[src/rtl/armleocpu_ptw_arbiter.sv]
// Round-robin arbiter that shares one Sv32 page table walker between the fetch
// (requester 0) and data (requester 1) TLB miss paths, with flush cancellation.
module armleocpu_ptw_arbiter #(
  parameter int unsigned VPN_W = 20,
  parameter int unsigned PPN_W = 22
) (
  input  logic             clk,
  input  logic             async_rst_n,
  input  logic             flush,

  input  logic             req0_resolve_request,
  input  logic [VPN_W-1:0] req0_resolve_virtual_address,
  output logic             req0_resolve_ack,
  output logic             req0_resolve_pagefault,
  output logic             req0_resolve_accessfault,
  output logic [PPN_W-1:0] req0_resolve_physical_address,
  output logic [7:0]       req0_resolve_metadata,

  input  logic             req1_resolve_request,
  input  logic [VPN_W-1:0] req1_resolve_virtual_address,
  output logic             req1_resolve_ack,
  output logic             req1_resolve_pagefault,
  output logic             req1_resolve_accessfault,
  output logic [PPN_W-1:0] req1_resolve_physical_address,
  output logic [7:0]       req1_resolve_metadata,

  output logic             ptw_resolve_request,
  output logic [VPN_W-1:0] ptw_resolve_virtual_address,
  input  logic             ptw_resolve_done,
  input  logic             ptw_resolve_pagefault,
  input  logic             ptw_resolve_accessfault,
  input  logic [PPN_W-1:0] ptw_resolve_physical_address,
  input  logic [7:0]       ptw_resolve_metadata
);

  // Bit 1 set exactly in the states that keep the walker busy.
  typedef enum logic [1:0] {
    IDLE = 2'b00,
    RESP = 2'b01,
    WALK = 2'b10,
    DROP = 2'b11
  } state_t;

  state_t           state;
  logic             owner;
  logic             last_grant;
  logic [VPN_W-1:0] vpn_q;

  logic             pf0_q, af0_q, pf1_q, af1_q;
  logic [PPN_W-1:0] ppn0_q, ppn1_q;
  logic [7:0]       meta0_q, meta1_q;

  logic             req_any_c;
  logic             grant_sel_c;
  logic [VPN_W-1:0] grant_vpn_c;

  // On a tie the requester that did not win last time gets the walker.
  always_comb begin
    req_any_c   = req0_resolve_request | req1_resolve_request;
    grant_sel_c = (req0_resolve_request & req1_resolve_request) ? ~last_grant
                                                                : req1_resolve_request;
    grant_vpn_c = grant_sel_c ? req1_resolve_virtual_address
                              : req0_resolve_virtual_address;
  end

  always_ff @(posedge clk or negedge async_rst_n) begin
    if (!async_rst_n) begin
      state      <= IDLE;
      owner      <= 1'b0;
      last_grant <= 1'b1;
      vpn_q      <= '0;
      pf0_q      <= 1'b0;
      af0_q      <= 1'b0;
      ppn0_q     <= '0;
      meta0_q    <= '0;
      pf1_q      <= 1'b0;
      af1_q      <= 1'b0;
      ppn1_q     <= '0;
      meta1_q    <= '0;
    end else begin
      case (state)
        IDLE: begin
          if (!flush && req_any_c) begin
            owner      <= grant_sel_c;
            last_grant <= grant_sel_c;
            vpn_q      <= grant_vpn_c;
            state      <= WALK;
          end
        end
        WALK: begin
          if (ptw_resolve_done) begin
            if (!flush) begin
              // Only the owner's result registers change; the other side holds.
              if (owner) begin
                pf1_q   <= ptw_resolve_pagefault;
                af1_q   <= ptw_resolve_accessfault;
                ppn1_q  <= ptw_resolve_physical_address;
                meta1_q <= ptw_resolve_metadata;
              end else begin
                pf0_q   <= ptw_resolve_pagefault;
                af0_q   <= ptw_resolve_accessfault;
                ppn0_q  <= ptw_resolve_physical_address;
                meta0_q <= ptw_resolve_metadata;
              end
              state <= RESP;
            end else begin
              state <= IDLE;
            end
          end else if (flush) begin
            state <= DROP;
          end
        end
        // Walker cannot be aborted: wait out its transaction, then discard.
        DROP: begin
          if (ptw_resolve_done) begin
            state <= IDLE;
          end
        end
        RESP: state <= IDLE;
        default: state <= IDLE;
      endcase
    end
  end

  assign ptw_resolve_request         = state[1];
  assign ptw_resolve_virtual_address = vpn_q;

  // Ack is the single combinational path: a flush in RESP suppresses it.
  assign req0_resolve_ack = (state == RESP) && !owner && !flush;
  assign req1_resolve_ack = (state == RESP) &&  owner && !flush;

  assign req0_resolve_pagefault        = pf0_q;
  assign req0_resolve_accessfault      = af0_q;
  assign req0_resolve_physical_address = ppn0_q;
  assign req0_resolve_metadata         = meta0_q;

  assign req1_resolve_pagefault        = pf1_q;
  assign req1_resolve_accessfault      = af1_q;
  assign req1_resolve_physical_address = ppn1_q;
  assign req1_resolve_metadata         = meta1_q;

endmodule

[config.mk]
export PLATFORM = sky130hd
export DESIGN_NAME = armleocpu_ptw_arbiter
export DESIGN_NICKNAME = d
export VERILOG_FILES = /design/src/rtl/armleocpu_ptw_arbiter.sv
export SDC_FILE = /design/constraint.sdc
export NUM_CORES = 1
export LEC_CHECK = 0
export BUFFER_PORTS_ARGS = -buffer_cell sky130_fd_sc_hd__buf_2
export CELL_PAD_IN_SITES_DETAIL_PLACEMENT = 1
export CELL_PAD_IN_SITES_GLOBAL_PLACEMENT = 1
export CORE_MARGIN = 2
export CORE_UTILIZATION = 41
export DETAILED_ROUTE_END_ITERATION = 10
export GPL_TIMING_DRIVEN = 0
export PLACE_DENSITY = 0.85
export SETUP_SLACK_MARGIN = 0.4
export SYNTH_ARGS = -nofsm -noshare
export SYNTH_HDL_FRONTEND = slang
export SYNTH_SLANG_ARGS = --single-unit
export TNS_END_PERCENT = 100
[constraint.sdc]
create_clock -name clk -period 2.9 [get_ports clk]
set_clock_uncertainty 0.15 [all_clocks]
set_input_delay 0.145 -clock clk [delete_from_list [all_inputs] [get_ports clk]]
set_output_delay 0.145 -clock clk [all_outputs]
set_load 0.02 [all_outputs]
Word-level counts from Yosys, hierarchy flattened
Index checks and enable logic that the tools add are counted. Widths: inputs -> output; s select.

Word-level logic and storage cells: 43. Input port bits: 78. Output and inout port bits: 87. Register bits: 88.

Bitwise operators: 5. Reductions and logical operators: 12. Equal/unequal tests: 6. Multiplexer cells: 8.

Operators by type and width (number): $mux 20 (1); $mux 2 (4); $pmux 2 s4 (1); $reduce_and 4->1 (2); $logic_and 1x1->1 (5); $eq 2x2->1 const B (2); $ne 2x2->1 const B (2); $ne 3x3->1 const B (1); $not 1->1 (3); $reduce_and 3->1 (1); $eq 2x1->1 const B (1); $logic_not 1->1 (2); $logic_not 2->1 (1); $mux 1 (2); $reduce_and 2->1 (1); $and 1x1->1 (1); $or 1x1->1 (1).

Longest topological paths before layout
Gate-level depths: netlist (run 1).

Word-level depth: 4. Mapped depth: 5. Mapped depth without buffers: 3.

Worst setup path before layout (run 1)
Ideal clock, no wire load.

Path kind: register to register. Start: register state[1]. End: register vpn_q[2], in the netlist ptw_resolve_virtual_address[2]. Setup slack: 1.153 ns. Setup time: 0.125 ns. Buffers on the path: 1. Arrival time: 1.472 ns. Clock period less this slack: 1.747 ns. Cell stages (with the launch flop): 4. Required time: 2.625 ns. Cell sequence: dfrtp_1 nor4_4 buf_6 mux2_2.

Word-level cells in the longest chain between the ends: 2.

RTL lines: start: declaration (line 44) `state_t state;`; start signal: assignment (line 68) `state <= IDLE;`; start signal: assignment (line 87) `state <= WALK;`; start signal: assignment (line 105) `state <= RESP;`; $logic_not 2->1 (line 81) `case (state)`; $reduce_and 2->1 (no line); end signal: assignment (line 86) `vpn_q <= grant_vpn_c;`; end: declaration (line 47) `logic [VPN_W-1:0] vpn_q;`.

Every way passes these cells. A chain may end at the register's enable or synchronous reset.

Worst setup path after layout (run 1)
Start: register last_grant. End: register vpn_q[10], in the netlist ptw_resolve_virtual_address[10].

Word-level cells in the longest chain between the ends: 3.

RTL lines: start: declaration (line 46) `logic last_grant;`; start signal: assignment (line 85) `last_grant <= grant_sel_c;`; $not 1->1 (line 60) `grant_sel_c = (req0_resolve_request & req1_resolve_request) ? ~last_grant`; $mux 1 (line 60); $mux 20 (line 62) `grant_vpn_c = grant_sel_c ? req1_resolve_virtual_address`.

Every way passes these cells.

==> results of run 1 <==
-- cell type report --
cell class	count	area, um2
Multi-Input combinational cell	117	1424
Clock inverter	4	51.30
Timing Repair Buffer	228	1481
Clock buffer	12	145.1
Fill cell	873	3222
Tap cell	108	135.1
Sequential cell	88	2203
Buffer	11	137.6
Antenna cell	1	2.502
Inverter	1	3.754
-- routing by layer --
metal  global-route usage [%]  up-vias
met5                        0        -
met4                    7.587        0
li1                         -     1251
met1                    23.51     1409
met2                    44.59      103
met3                    4.248       17
-- synth_stat cells --
cell	instances	area share, %
a21boi_2	1	0.30
a21o_1	1	0.20
and2_1	1	0.17
and4b_1	1	0.27
and4bb_2	1	0.33
buf_12	3	1.6
buf_2	2	0.27
buf_6	6	1.8
dfrtp_1	87	58
dfstp_2	1	0.70
inv_1	1	0.10
mux2_1	14	4.2
mux2_2	62	19
mux2_4	30	12
nand4_4	1	0.56
nor2_1	1	0.10
nor2_2	1	0.17
nor4_4	1	0.56
nor4b_1	1	0.23
xnor2_1	1	0.23
-- state kept, by name, summed over array words and instances (netlist names), 2 cells and up --
name                           count
req0_resolve_physical_address     22
state                              2
ptw_resolve_virtual_address       20
req1_resolve_metadata              8
req0_resolve_metadata              8
req1_resolve_physical_address     22
-- worst min-delay path: stages --
cell and delay (ps):
buf_2 70, mux2_2 130, mux2_2 140
-- cell usage in the layout (no fill, tap or decap) --
| master | instances |
|---|---|
| dfrtp_1 | 87 |
| and2_1 | 1 |
| dlygate4sd3_1 | 63 |
| buf_12 | 3 |
| nor4b_1 | 1 |
| clkbuf_1 | 2 |
| xnor2_1 | 1 |
| inv_6 | 1 |
| buf_2 | 165 |
| and4bb_2 | 1 |
| clkinv_2 | 1 |
| nor2_1 | 1 |
| mux2_2 | 62 |
| and4b_1 | 1 |
| inv_1 | 1 |
| clkbuf_8 | 10 |
| bufinv_16 | 1 |
| dfstp_2 | 1 |
| nor2_2 | 1 |
| nand4_4 | 1 |
| buf_16 | 1 |
| buf_6 | 6 |
| a21o_1 | 1 |
| a21boi_2 | 1 |
| mux2_4 | 30 |
| mux2_1 | 14 |
| nor4_4 | 1 |
| diode_2 | 1 |
| clkinvlp_4 | 1 |
| buf_4 | 1 |
-- through the flow --
stage / hold WS, ps / cells / worst slack (ps) / power, mW
floorplan: -300.6 / 217 / 1153 / 3.643
global placement: 222.4 / 489 / 785.2 / 4.422
detailed placement: 32.85 / 490 / 1100 / 4.534
CTS: 2.872 / 569 / 550.8 / 5.506
global route: 19.53 / 570 / 437.1 / 5.777
finish: 18.78 / 570 / 543.4 / 5.496
-- power breakdown --
part	switching (mW)	internal [mW]	leakage (nW)	total, mW
registers	0.342	1.82	1.06	2.16
clock network	0.438	0.425	0.0970	0.863
logic	1.33	1.14	1.59	2.47
-- worst paths after layout --
path | from | end | slack (ps)
max | last_grant$_DFFE_PN1P_ | ptw_resolve_virtual_address[10]$_DFFE_PN0P_ | 540
min | req1_resolve_virtual_address[15] | ptw_resolve_virtual_address[15]$_DFFE_PN0P_ | 20
max reg2reg | last_grant$_DFFE_PN1P_ | ptw_resolve_virtual_address[10]$_DFFE_PN0P_ | 540
min reg2reg | ptw_resolve_virtual_address[3]$_DFFE_PN0P_ | ptw_resolve_virtual_address[3]$_DFFE_PN0P_ | 340
max in group asynchronous | async_rst_n | last_grant$_DFFE_PN1P_ | 1720
min in group asynchronous | async_rst_n | req0_resolve_physical_address[13]$_DFFE_PN0P_ | 190
-- cell families after synthesis --
logic type | after synthesis | share of synthesized area (%)
AO/OA/AOI/OAI | 2 | 0.4981
XOR/XNOR | 1 | 0.2324
buffers and inverters | 12 | 3.752
flip-flops | 88 | 58.47
multiplexers | 106 | 34.66
AND/OR/NAND/NOR | 8 | 2.391
==> impl_results.md, run 1 <==
- Stages on worst setup path: 5
- Clock insertion delay at the later pin of the skew report: about 330 ps
- Post-DP HPWL: 6707 um
- Crit-path leading delay family: buffers and inverters
- Setup crit end kind: flip-flop
- Cell area after layout: about 5600 um2
- #FFs+latches synth: 88
- Overall die height: around 100 um
- FMAX: ~0.42 GHz
- 1st-pass router iterations: 4
- Routed wl met3: around 500 um
- Iteration-0 DRC Markers: 67
- CTS sink cnt: just under 90
- Core region area: 8806 um2
- Synth cell types: 20
- LEAKAGE: approximately 2.7 nW
- Final setup fails: 0
- DR top layer: met4
- Vias in the first global route: roughly 3300
- CP max stage delay: between 500 and 600 ps
- Critical path peak fanout: 10
- Port-buffer cells: roughly 160
- TritonCTS clock tree: built
- Status: finished clean
- Final TNS setup: 0 ps
- Critical Path Start Type: flip-flop
- Worst slew pin tran: between 500 and 600 ps
- Post-route met1 wirelength: approximately 4000 um
- CP cell instances: a21boi_2 > buf_2 > mux2_1 > dlygate4sd3_1 > mux2_1
- Part of the cycle the worst path needs: between 80% and 90%
- Synthesis-to-layout area growth: 48.17%
- Area after DPL: 4755 um2
- Vias/cell: approximately 4.9
- Cell mode on critical path: mux2_1
- Ratio of cells with drive above 1 in the final layout: roughly 62%
- I/O pin count: 165
- Crit path DAT: approximately 2400 ps
- WS Path Type: flip-flop to flip-flop
- Initial antenna violation count: 1
- Final Util: a little under two thirds
- Post-Syn Area per Cell: around 17 um2
- Min Tclk post-route: ~2400 ps
- Hold_buf cts: 63
- Crit-path slowest cell: dlygate4sd3_1
- Seq/Total Area, Yosys: between 50% and 60%
- Residual DRC: 0
- Largest net degree at the start of global routing: 46
- Congestion Overflow GR: 0
- Cells after Synth: 217
- Hold WC Path Type: input port to flip-flop
- RSZ-0062 raised after global routing: no
- Max clock buf depth: 2
- WL met2: just over 6000 um
- Max-Cap Viols: 0
- First-pass GRT wire length: 17190 um
- Post-CTS setup repair buffer count: 0
- Mapped Nets: between 200 and 300
- Final #Nets: 534
- Row cnt: 34
- Post-CTS sizing: 0
- Root buf cell: clkbuf_8
- GRT Overall Usage: 22.49%
- Effective utilization at floorplan: a little over two fifths
- Final Routed Wirelength: around 11000 um
- Mean routed wirelength per cell: between 15 and 20 um
- Die Footprint: roughly 10000 um2
- Final Wtd Congestion: approximately 0.72
- Slew headroom: 60.35%
- DR vias: 2780
- TritonCTS Buffers: 9
- CP required: around 3000 ps
- Mapped Area: roughly 3800 um2
- Worst Reg-to-Reg Cells: 5
- PwrDens: between 900 and 1000 nW/um2
- Synth warn: 0
- Max IR drop VDD: 0.0005839 V
- CTS HTree Levels: 3
- Clk pin slew, worst setup/hold paths: 90 ps
- Final hold violations: 0
- Die width: ~100 um
- Antenna Violating Nets Remaining: 0
- Buf/Inv on CP: 2
- Final Max Slew Viols: 0
- Hold Path Stages: 3
Note: power is estimated with default switching activity, not from simulation.
==> inputs of run 2 (changes only) <==
CORE_UTILIZATION = 34   (was 41)
PLACE_DENSITY = 0.75   (was 0.85)
clock period = 1.95 ns   (was 2.9 ns; I/O delays follow)
==> impl_results.md, run 2 (synthesis results as in run 1) <==
- Status: finished clean (unchanged)
- Min Tclk post-route: 1689 ps (was 2357 ps)
- Congestion Overflow GR: 0 (unchanged)
- I/O pin count: 165 (unchanged)
- DR vias: 2926 (was 2780)
- CTS sink cnt: 88 (unchanged)
- Final Max Slew Viols: 0 (unchanged)
- Cell internal pwr: 5.472 mW (was 3.381 mW)
- 1st-pass router iterations: 4 (unchanged)
- GRT Overall Usage: 19.75% (was 22.49%)
- RSZ-0062 raised after global routing: yes (was no)
- TritonCTS Buffers: 9 (unchanged)
- Max clock buf depth: 2 (unchanged)
- Antenna Violating Nets Remaining: 0 (unchanged)
- WS Path Type: flip-flop to flip-flop (unchanged)
- Slew headroom: 61.87% (was 60.35%)
- Area of the multi-input gates: 1536 um2 (was 1424 um2)
- Place WS: 108.2 ps (was 1100 ps)
- Worst Reg-to-Reg Cells: 4 (was 5)
- Total power: 8.686 mW (was 5.496 mW)
- Synthesis-to-layout area growth: 64.58% (was 48.17%)
- Row cnt: 38 (was 34)
- Max-Cap Viols: 0 (unchanged)
- CP required: 2040 ps (was 2980 ps)
- Hold WC Path Type: input port to async pin (was input port to flip-flop)
- Mean routed wirelength per cell: 18.82 um (was 18.98 um)
- Final Routed Wirelength: 11940 um (was 10820 um)
- Crit path DAT: 1780 ps (was 2440 ps)
- LEAKAGE: 3.075 nW (was 2.750 nW)
- Critical Path Start Type: flip-flop (unchanged)
- Worst slew pin tran: 572.0 ps (was 594.7 ps)
- Gate power share: 45.4% (was 45.0%)
- Die width: 109.3 um (was 99.88 um)
- Clock power frac: 17.4% (was 15.7%)
- Reg2Reg Setup Slack: 260 ps (was 540 ps)
- Vias in the first global route: 3415 (was 3284)
- Critical path peak fanout: 9 (was 10)
- Setup crit end kind: flip-flop (unchanged)
- CTS HTree Levels: 3 (unchanged)
- PwrDens: 1401 nW/um2 (was 984.2 nW/um2)
- FMAX: 0.5920 GHz (was 0.4243 GHz)
- Crit path from: last_grant$_DFFE_PN1P_ (unchanged)
- Residual DRC: 0 (unchanged)
- Clk pin slew, worst setup/hold paths: 90 ps (about the same)
- Max IR drop VDD: 0.0008597 V (was 0.0005839 V)
- R2r startpoint: last_grant$_DFFE_PN1P_ (unchanged)
- Effective utilization at floorplan: 34.76% (was 42.80%)
- Root buf cell: clkbuf_8 (unchanged)
- TritonCTS clock tree: built (unchanged)
- Initial antenna violation count: 3 (was 1)
- Largest net degree at the start of global routing: 49 (was 46)
- Most frequent cells in the layout: buf_2, dfrtp_1, dlygate4sd3_1 (unchanged)
- Filler cells: 1082 (was 873)
- Final hold violations: 0 (unchanged)
- Final Wtd Congestion: 0.6785 (was 0.7191)
- Sw frac: 37.01% (was 38.48%)
- Final setup fails: 0 (unchanged)
- Vias/cell: 4.615 (was 4.877)
- Commonest non-fill, non-tap cell in the layout: buf_2 (unchanged)
- Core region area: 10840 um2 (was 8806 um2)
- Min Hold Slack: 147.6 ps (was 18.78 ps)
- Final #Nets: 564 (was 534)
- Overall die height: 109.3 um (was 99.88 um)
- First-pass GRT wire length: 17570 um (was 17190 um)
- FF-to-FF End: ptw_resolve_virtual_address[10]$_DFFE_PN0P_ (unchanged)
- Part of the cycle the worst path needs: 86.63% (was 81.26%)
- FF+latch area: 2206 um2 (was 2203 um2)
- Worst setup margin: 260.8 ps (was 543.4 ps)
- Die Footprint: 11940 um2 (was 9975 um2)
- Ratio of cells with drive above 1 in the final layout: 65.17% (was 62.47%)
- Post-DP HPWL: 6495 um (was 6707 um)
- Clock insertion delay at the later pin of the skew report: 350 ps (was 330 ps)
- Final TNS setup: 0 ps (unchanged)
- Port-buffer cells: 164 (unchanged)
- Iteration-0 DRC Markers: 60 (was 67)
- Sw power: 3.214 mW (was 2.115 mW)
- Seq pwr share: 37.2% (was 39.3%)
## run 2: how the worst max path moves through the flow
stage | to | slack (ps) | depth (start not counted)
5_1_grt | ptw_resolve_virtual_address[10]$_DFFE_PN0P_ | 200 | 4
4_1_cts | req0_resolve_accessfault$_DFFE_PN0P_ | 260 | 5
3_5_place_dp | ptw_resolve_virtual_address[11]$_DFFE_PN0P_ | 110 | 3
2_1_floorplan | ptw_resolve_virtual_address[11]$_DFFE_PN0P_ | 250 | 3
6_report | ptw_resolve_virtual_address[10]$_DFFE_PN0P_ | 260 | 4
3_3_place_gp | state[1]$_DFFE_PN0P_ | -300 | 1
## run 2: critical path, stage by stage (launching register included)
cell and delay, ps:
dfstp_2 390, a21boi_4 230, buf_6 190, mux2_1 330, mux2_1 290
## run 2: metrics by stage
step	std cells	area (um2)	util, %
after global placement	521	4781	44.10
after floorplan	217	3785	-
final	634	6202	57.21
after CTS	624	6015	55.48
after global routing	634	6202	57.21
after detailed placement	522	4811	44.38
## run 2: final cells by class
class                   count  area share [%]
flip-flops and latches     88           35.57
repair buffers            258           30.12
multi-input cells         117           24.77
well taps                 140           2.824
plain buffers              11           2.744
clock buffers              10           2.058
clock inverters             6           1.735
diodes                      3          0.1210
inverters                   1         0.06052
## run 2: what timing repair did
action,in CTS,in global routing
hold buffers,74,0
buffers inserted,10,4
hold endpoints to repair,126,0
endpoints found under the setup margin,81,86
pin swaps,4,3
gates resized for setup,30,13
cloned,2,3
## run 2: layer usage
metal  GRT usage [%]  routed length (um)  vias up
met5               0                   0        -
met2           37.93                6562      111
li1                -                   -     1313
met4           9.222                 446        0
met1           20.24                4351     1468
met3           4.065                 574       34
## run 2: power groups by stage
stage	Clock (mW)	Sequential (mW)	Combinational (mW)
after floorplan	0	4.25	1.18
final	1.51	3.23	3.95
after global routing	1.61	3.35	4.18
after global placement	0	3.17	3.43
after CTS	1.54	3.21	3.83
after detailed placement	0	3.22	3.52
